File: src/rtl/input_cond_pkg.sv
// Shared constants for the input conditioning stage.
// Channel map, debounce defaults and FSM encoding.
package input_cond_pkg;

  localparam int CH_A = 3;
  localparam int CH_B = 2;
  localparam int CH_C = 1;
  localparam int CH_D = 0;

  localparam int DEF_SYNC_STAGES = 2;
  localparam int DEF_STABLE_CNT  = 50000;
  localparam int SIM_STABLE_CNT  = 4;
  localparam int DEF_CNT_W       = 16;

  typedef enum logic {
    ST_STABLE  = 1'b0,
    ST_PENDING = 1'b1
  } deb_state_t;

endpackage

File: src/rtl/debounce_chan.sv
// One debounced channel: synchronizer, stability counter, 2-state FSM.
// out only moves after STABLE_CNT consecutive differing samples.
module debounce_chan
  import input_cond_pkg::*;
#(
  parameter int SYNC_STAGES = DEF_SYNC_STAGES,
  parameter int STABLE_CNT  = DEF_STABLE_CNT,
  parameter int CNT_W       = DEF_CNT_W
) (
  input  logic clk,
  input  logic rst,
  input  logic raw,
  output logic out,
  output logic tgl
);

  localparam logic [CNT_W-1:0] LAST = CNT_W'(STABLE_CNT - 1);
  localparam logic [CNT_W-1:0] ONE  = CNT_W'(1);

  logic [SYNC_STAGES-1:0] sync_q;
  logic                   s;
  logic [CNT_W-1:0]       cnt;
  deb_state_t             state;

  assign s = sync_q[SYNC_STAGES-1];

  // Plain flop chain into the clock domain, no logic between stages.
  always_ff @(posedge clk or posedge rst) begin
    if (rst) begin
      sync_q <= '0;
    end else begin
      sync_q <= {sync_q[SYNC_STAGES-2:0], raw};
    end
  end

  // Accept a new level only once it has held for STABLE_CNT samples.
  always_ff @(posedge clk or posedge rst) begin
    if (rst) begin
      state <= ST_STABLE;
      cnt   <= '0;
      out   <= 1'b0;
      tgl   <= 1'b0;
    end else begin
      tgl <= 1'b0;
      unique case (state)
        ST_STABLE: begin
          if (s != out) begin
            if (STABLE_CNT == 1) begin
              out <= s;
              tgl <= 1'b1;
            end else begin
              state <= ST_PENDING;
              cnt   <= ONE;
            end
          end
        end
        ST_PENDING: begin
          if (s == out) begin
            cnt   <= '0;
            state <= ST_STABLE;
          end else if (cnt == LAST) begin
            out   <= s;
            tgl   <= 1'b1;
            cnt   <= '0;
            state <= ST_STABLE;
          end else begin
            cnt <= cnt + ONE;
          end
        end
      endcase
    end
  end

endmodule

File: src/rtl/input_debounce4.sv
// Four independent debounced inputs feeding y = abc + a'c' + d.
// chg pulses for the cycle in which any level first becomes visible.
module input_debounce4
  import input_cond_pkg::*;
#(
  parameter int SYNC_STAGES = DEF_SYNC_STAGES,
  parameter int STABLE_CNT  = DEF_STABLE_CNT,
  parameter int CNT_W       = DEF_CNT_W
) (
  input  logic       clk,
  input  logic       rst,
  input  logic [3:0] raw_in,
  output logic       a,
  output logic       b,
  output logic       c,
  output logic       d,
  output logic       chg
);

  logic [3:0] deb;
  logic [3:0] tgl;

  for (genvar i = 0; i < 4; i++) begin : g_chan
    debounce_chan #(
      .SYNC_STAGES(SYNC_STAGES),
      .STABLE_CNT (STABLE_CNT),
      .CNT_W      (CNT_W)
    ) u_chan (
      .clk(clk),
      .rst(rst),
      .raw(raw_in[i]),
      .out(deb[i]),
      .tgl(tgl[i])
    );
  end

  assign a   = deb[CH_A];
  assign b   = deb[CH_B];
  assign c   = deb[CH_C];
  assign d   = deb[CH_D];
  assign chg = |tgl;

endmodule

File: config.mk
export PLATFORM = sky130hd
export DESIGN_NAME = input_debounce4
export DESIGN_NICKNAME = d
export VERILOG_FILES = /design/src/rtl/input_cond_pkg.sv /design/src/rtl/debounce_chan.sv /design/src/rtl/input_debounce4.sv
export SDC_FILE = /design/constraint.sdc
export NUM_CORES = 1
export LEC_CHECK = 0
export ABC_CLOCK_PERIOD_IN_PS = 3200
export CORE_MARGIN = 10
export CORE_UTILIZATION = 55
export CTS_CLUSTER_SIZE = 10
export DETAILED_ROUTE_END_ITERATION = 7
export GPL_TIMING_DRIVEN = 0
export PLACE_DENSITY = 0.83
export SYNTH_ARGS = -nofsm -noshare
export SYNTH_HDL_FRONTEND = slang
export SYNTH_SLANG_ARGS = --single-unit
File: constraint.sdc
create_clock -name clk -period 3.2 [get_ports clk]
set_input_delay 0.32 -clock clk [delete_from_list [all_inputs] [get_ports clk]]
set_output_delay 0.32 -clock clk [all_outputs]
set_load 0.005 [all_outputs]
======== After elaboration in Yosys (flattened, before gate mapping) ========
Index checks and enable logic that the tools add are counted.
word-level totals
  bits in registers ....................... 84
  latch bits .............................. 0
  bits in writable memories ............... 0
  ROM bits ................................ 0
  output and inout bits ................... 5
  word-level logic and storage cells ...... 97
  memories ................................ 0
operators by class
  add/subtract/negate cells ............... 4
  $mul .................................... 0
  div/mod/pow operators ................... 0
  order comparisons ....................... 0
  eq/ne operators ......................... 16
  shift-type cells ........................ 0
  multiplexer cells ....................... 44
  bitwise operators ....................... 8
  reductions and logical operators ........ 5
operator list
  kind                                                    number
  two-way mux 16 bit                                      12
  one-hot mux 16 bit (2 select lines)                     4
  adder 16 x 1 -> 16 bit (second input constant)          4
  equality test 16 bit (second input constant)            4
  two-way mux 1 bit                                       24
  AND reduction 3 bit                                     4
  inequality test 2 x 1 -> 1 bit (second input constant)  4
  inverter 1 bit                                          8
  one-hot mux 1 bit (2 select lines)                      4
  equality test 1 bit                                     4
  inequality test 1 bit                                   4
  OR reduction 4 bit                                      1

======== Longest topological paths before layout ========
  depth in word-level cells ............... 4
  depth in mapped cells ................... 7
  mapped depth without buffers ............ 6

======== Modules after synthesis ========
Synthesis repeated with hierarchy kept, for this count alone.
second synthesis, totals
  cells, all modules ...................... 449
  area, all modules ....................... 4551.9 um^2
modules (own cells, without submodules)
  module           instances  cells an instance  area an instance (um^2)
  debounce_chan    4          112                1136.1
  input_debounce4  1          1                  7.5

======== Least setup slack after synthesis ========
No wires, ideal clock.
  path type ............................... register to register
  start ................................... register g_chan[3].u_chan.cnt[7]
  end ..................................... register g_chan[3].u_chan.cnt[1]
  library setup time ...................... 0.121 ns
  arrival ................................. 1.849 ns
  data required time ...................... 3.079 ns
  slack ................................... 1.230 ns
  stages on the path, launching flop included .. 6
  path buffers ............................ 1
  clock period less this slack ............ 1.970 ns
  cells stage by stage .................... dfrtp_1 or4b_4 nor4_4 nor2_2 buf_6 a22o_1
on the way
  word-level cells in the longest chain between the ends .. 4
ends and longest elaborated chain
  item                                 RTL line             source
  start: declaration                   debounce_chan.sv:22  logic [CNT_W-1:0] cnt;
  start signal: assignment             debounce_chan.sv:67  cnt <= cnt + ONE;
  equality test 16 bit                 debounce_chan.sv:61  end else if (cnt == LAST) begin
  two-way mux 16 bit                   debounce_chan.sv:61
  two-way mux 16 bit                   debounce_chan.sv:58  if (s == out) begin
  one-hot mux 16 bit (2 select lines)  debounce_chan.sv:45  unique case (state)
No other way between the ends.
A chain may end at the register's enable or synchronous reset.

======== Worst setup path after layout ========
  start ................................... register g_chan[0].u_chan.cnt[0]
  end ..................................... register g_chan[0].u_chan.cnt[6]
on the way
  word-level cells in the longest chain between the ends .. 4
  elaborated cells on any way between the ends .. 5
  those cells by class .................... 1 x add/sub; 1 x eq/ne; 3 x mux
ends and longest elaborated chain
  item                                                            RTL line
  start: declaration                                              debounce_chan.sv:22
  start signal: assignment                                        debounce_chan.sv:67
  adder 16 x 1 -> 16 bit or equality test 16 bit (tied branches)  debounce_chan.sv:67, debounce_chan.sv:61
  two-way mux 16 bit (*)                                          debounce_chan.sv:61
  two-way mux 16 bit (*)                                          debounce_chan.sv:58
  one-hot mux 16 bit (2 select lines) (*)                         debounce_chan.sv:45
Every way passes the cells marked *; elsewhere a longest branch is shown, timed or not.

==> impl_metrics.py <==
metrics = {
    "clock_network": {
        "clock_sinks": 84,
        "root_buffer": "clkbuf_8",
        "cts_resized": 0,
        "clk_latency_ns": 0.35,
        "path_clk_slew_ns": 0.08,
        "cts_tree": "built",
        "numCtsBuffers": 9,
        "cts_setup_buffers": 0,
        "hold_buffers": 0,
        "h-tree-depth": 3,
        "clock_path_buffers": 2,
    },
    "min_path": {
        "hold_class": "reg -> reg",
        "min_from": "g_chan[3].u_chan.sync_q[0]$_DFF_PP0_",
        "hold_end": "g_chan[3].u_chan.sync_q[1]$_DFF_PP0_",
        "min_path_cells": 0,
    },
    "floorplan": {
        "core-area_sq_um": 7330,
        "die-area_sq_um": 11600,
        "die_x_um": 107,
        "initial_core_util_pct": 57.4,
        "row_count": 31,
        "io_pins": 11,
        "die_h_um": 107,
    },
    "yosys": {
        "ys.warnings.count": 0,
        "synthArstFlopShare_pct": 100,
        "synth-seq-cells": 84,
        "synth.distinct_cells": 54,
        "synth_flop_cell": "dfrtp_1",
        "synth_xor_area_share_pct": 2.29,
        "postSynthCellCount": 445,
        "synth_area_per_cell_sq_um": 9.46,
        "synth_seq_area_share_pct": 49.9,
        "synth-compound-area-share_pct": 17.0,
        "yosysTopAreaCell": "dfrtp_1",
        "synth_top_area_share_pct": 49.9,
        "synth_top_family_by_area": "simple AND/OR/NAND/NOR gates",
        "synth_edf_count": 0,
        "synth-adder-area-share_pct": 1.19,
        "synthMuxAreaShare_pct": 1.31,
        "synth_area_sq_um": 4210,
        "syn_nets": 455,
        "synthSimpleGateAreaFrac_pct": 26.1,
        "netlist_top_cells_area": "dfrtp_1 (50%), nand2_1 (4.7%), a31oi_1 (3.7%)",
    },
    "timing": {
        "fmax_mhz": 431,
        "skew_ns": 0.0109,
        "slew-limit-headroom_pct": 54.1,
        "finalSetupTns_ns": 0,
        "period_share_pct": 72.5,
        "worst-slew-pin-transition_ns": 0.683,
        "min_period_ns": 2.32,
        "rsz0062_at_grt": "no",
        "setup_viol": 0,
        "drv_slew": 0,
        "hold_viol": 0,
    },
    "outcome": {
        "status": "finished, final reports clean",
    },
    "setup_path": {
        "timing.rr.end": "g_chan[0].u_chan.cnt[6]$_DFFE_PP0P_",
        "critPathMaxFanout": 10,
        "r2r-start": "g_chan[0].u_chan.cnt[0]$_DFFE_PP0P_",
        "worstPathRequired_ns": 3.47,
        "cp-start-kind": "register",
        "critPathTopFamily": "simple AND/OR/NAND/NOR gates",
        "r2r_cells": 7,
        "crit_arrival_ns": 2.59,
        "crit_chain": "ha_1 -> and3_1 -> and4_1 -> nor2_1 -> clkbuf_1 -> o21ai_0 -> a31oi_1",
        "cp-end-kind": "register",
        "crit_type": "reg -> reg",
        "slowest_delay_ns": 0.43,
        "cp_num_buf_inv": 1,
        "cp_slowest_cell": "dfrtp_1",
        "reg2reg_setup_slack_ns": 0.88,
    },
    "layout": {
        "diodes": 0,
        "layout_commonest_cell": "dfrtp_1",
        "fin_util_pct": 63.7,
        "fin_cells": 571,
        "num-nets-final": 477,
        "postLayoutCellArea_sq_um": 4670,
        "drive_gt1_share_pct": 5.93,
        "area_delta_synth_final_pct": 11.0,
        "layout_common_cells": "dfrtp_1 (84), nand2_1 (53), o21ai_0 (29), a21oi_1 (29)",
    },
    "grt": {
        "grt_pass1_vias": 3326,
        "antenna_found_initial": 0,
        "grt_pass1_wl_mm": 15.2,
        "grt-ovfl-total": 0,
        "grt.total_usage_pct": 15.8,
        "grt_max_degree": 44,
    },
    "power_and_ir_drop": {
        "p_leak_nw": 1.91,
        "p_per_area_nw_per_um2": 464,
        "vdd_drop_max_v": 0.000353,
    },
    "routing": {
        "num_vias": 3518,
        "drt_iter0_drc": 194,
        "totalWireLength_mm": 9.00,
        "drtAntennaViolNets": 0,
        "drc": 0,
        "dr.pass1.iters": 4,
        "vias_per_cell": 6.16,
        "routedWlPerCell_um": 15.8,
    },
    "run": {
        "maxCapViolCount": 0,
    },
    "placement": {
        "numPortBuffers": 10,
        "dp_hpwl_mm": 5.95,
        "dp.cells": 555,
        "finalWeightedCongestion": 0.882,
        "place_area_sq_um": 4460,
    },
}
worst register-to-register path, delay by kind of cell, from the launching register on:
kind	cells	cell delay [ns]
AND/OR/NAND/NOR	3	0.75
buffers and inverters	1	0.42
flip-flops	1	0.43
adder cells (fa/ha/maj)	1	0.25
AO/OA/AOI/OAI	2	0.40
worst max path at each step:
stage,endpoint,startpoint,depth (start not counted)
floorplan,g_chan[0].u_chan.cnt[0]$_DFFE_PP0P_,rst,1
global placement,g_chan[3].u_chan.cnt[5]$_DFFE_PP0P_,rst,2
detailed placement,g_chan[0].u_chan.cnt[6]$_DFFE_PP0P_,g_chan[0].u_chan.cnt[0]$_DFFE_PP0P_,7
CTS,g_chan[0].u_chan.cnt[6]$_DFFE_PP0P_,g_chan[0].u_chan.cnt[0]$_DFFE_PP0P_,7
global route,g_chan[0].u_chan.cnt[6]$_DFFE_PP0P_,g_chan[0].u_chan.cnt[0]$_DFFE_PP0P_,7
finish,g_chan[0].u_chan.cnt[6]$_DFFE_PP0P_,g_chan[0].u_chan.cnt[0]$_DFFE_PP0P_,7
cell type report:
| class | count | area [sq um] |
|---|---|---|
| clock buffers | 12 | 145 |
| flip-flops and latches | 84 | 2100 |
| well taps | 99 | 124 |
| plain buffers | 11 | 48.8 |
| repair buffers | 11 | 120 |
| clock inverters | 4 | 72.6 |
| inverters | 12 | 47.5 |
| fillers | 573 | 2660 |
| multi-input cells | 338 | 2010 |
metrics by stage:
step	worst slack [ns]	total power, mW	hold slack (ns)
floorplan	0.715	1.29	0.331
global placement	-0.568	1.33	0.333
detailed placement	0.945	1.35	0.339
CTS	0.881	2.18	0.357
global route	0.699	2.26	0.372
finish	0.880	2.17	0.354
registers in the layout, indices dropped and copies added (netlist names):
register	flops
g_chan.u_chan.cnt	64
g_chan.u_chan.sync_q	8
g_chan.u_chan.out	4
g_chan.u_chan.state	4
g_chan.u_chan.tgl	4
synth_stat cells, types with 2 or more instances:
cell      number
o21a_1         2
nor2_1        28
nand4_1       14
or2_1          3
inv_1         12
o21ai_0       29
xor2_1         8
a21oi_1       29
o21ai_1        5
dfrtp_1       84
or2_2          2
nand2_1       53
nand3_1       28
and3_1        12
or3_1         17
and2_1         7
nor4_4         2
ha_1           4
clkbuf_1       9
xnor2_1        3
and4_1         4
nor4bb_1       4
o21bai_1       2
a22o_1         5
a31oi_1       25
nor3_1         9
nor4_1         2
a211oi_1       3
nor4b_1        3
nand2b_1       3
a41oi_1        4
o31ai_1        3
nand4b_1       3
o311a_1        2
mux2_2         3
where the power goes:
group          switching (mW)  internal (mW)
clock                   0.376          0.461
combinational           0.104         0.0641
sequential             0.0572           1.11
cells by family (layout without fill, tap and decap cells):
family	Yosys count	in the layout
AOI/OAI and AO/OA	117	117
muxes	5	5
adders and majority gates	4	4
xor gates and xnor gates	11	11
DFF	84	84
and+or+nand+nor	201	201
buffers and inverters	23	50
routing by layer:
metal	vias up	part of all wire [%]	track usage [%]
met5	-	0	0
met4	0	1.3	6.39
met3	13	6.2	4.01
met2	117	46	23.7
met1	1688	46	21.4
li1	1700	-	-
No activity file was read; power rests on OpenSTA's default activity.
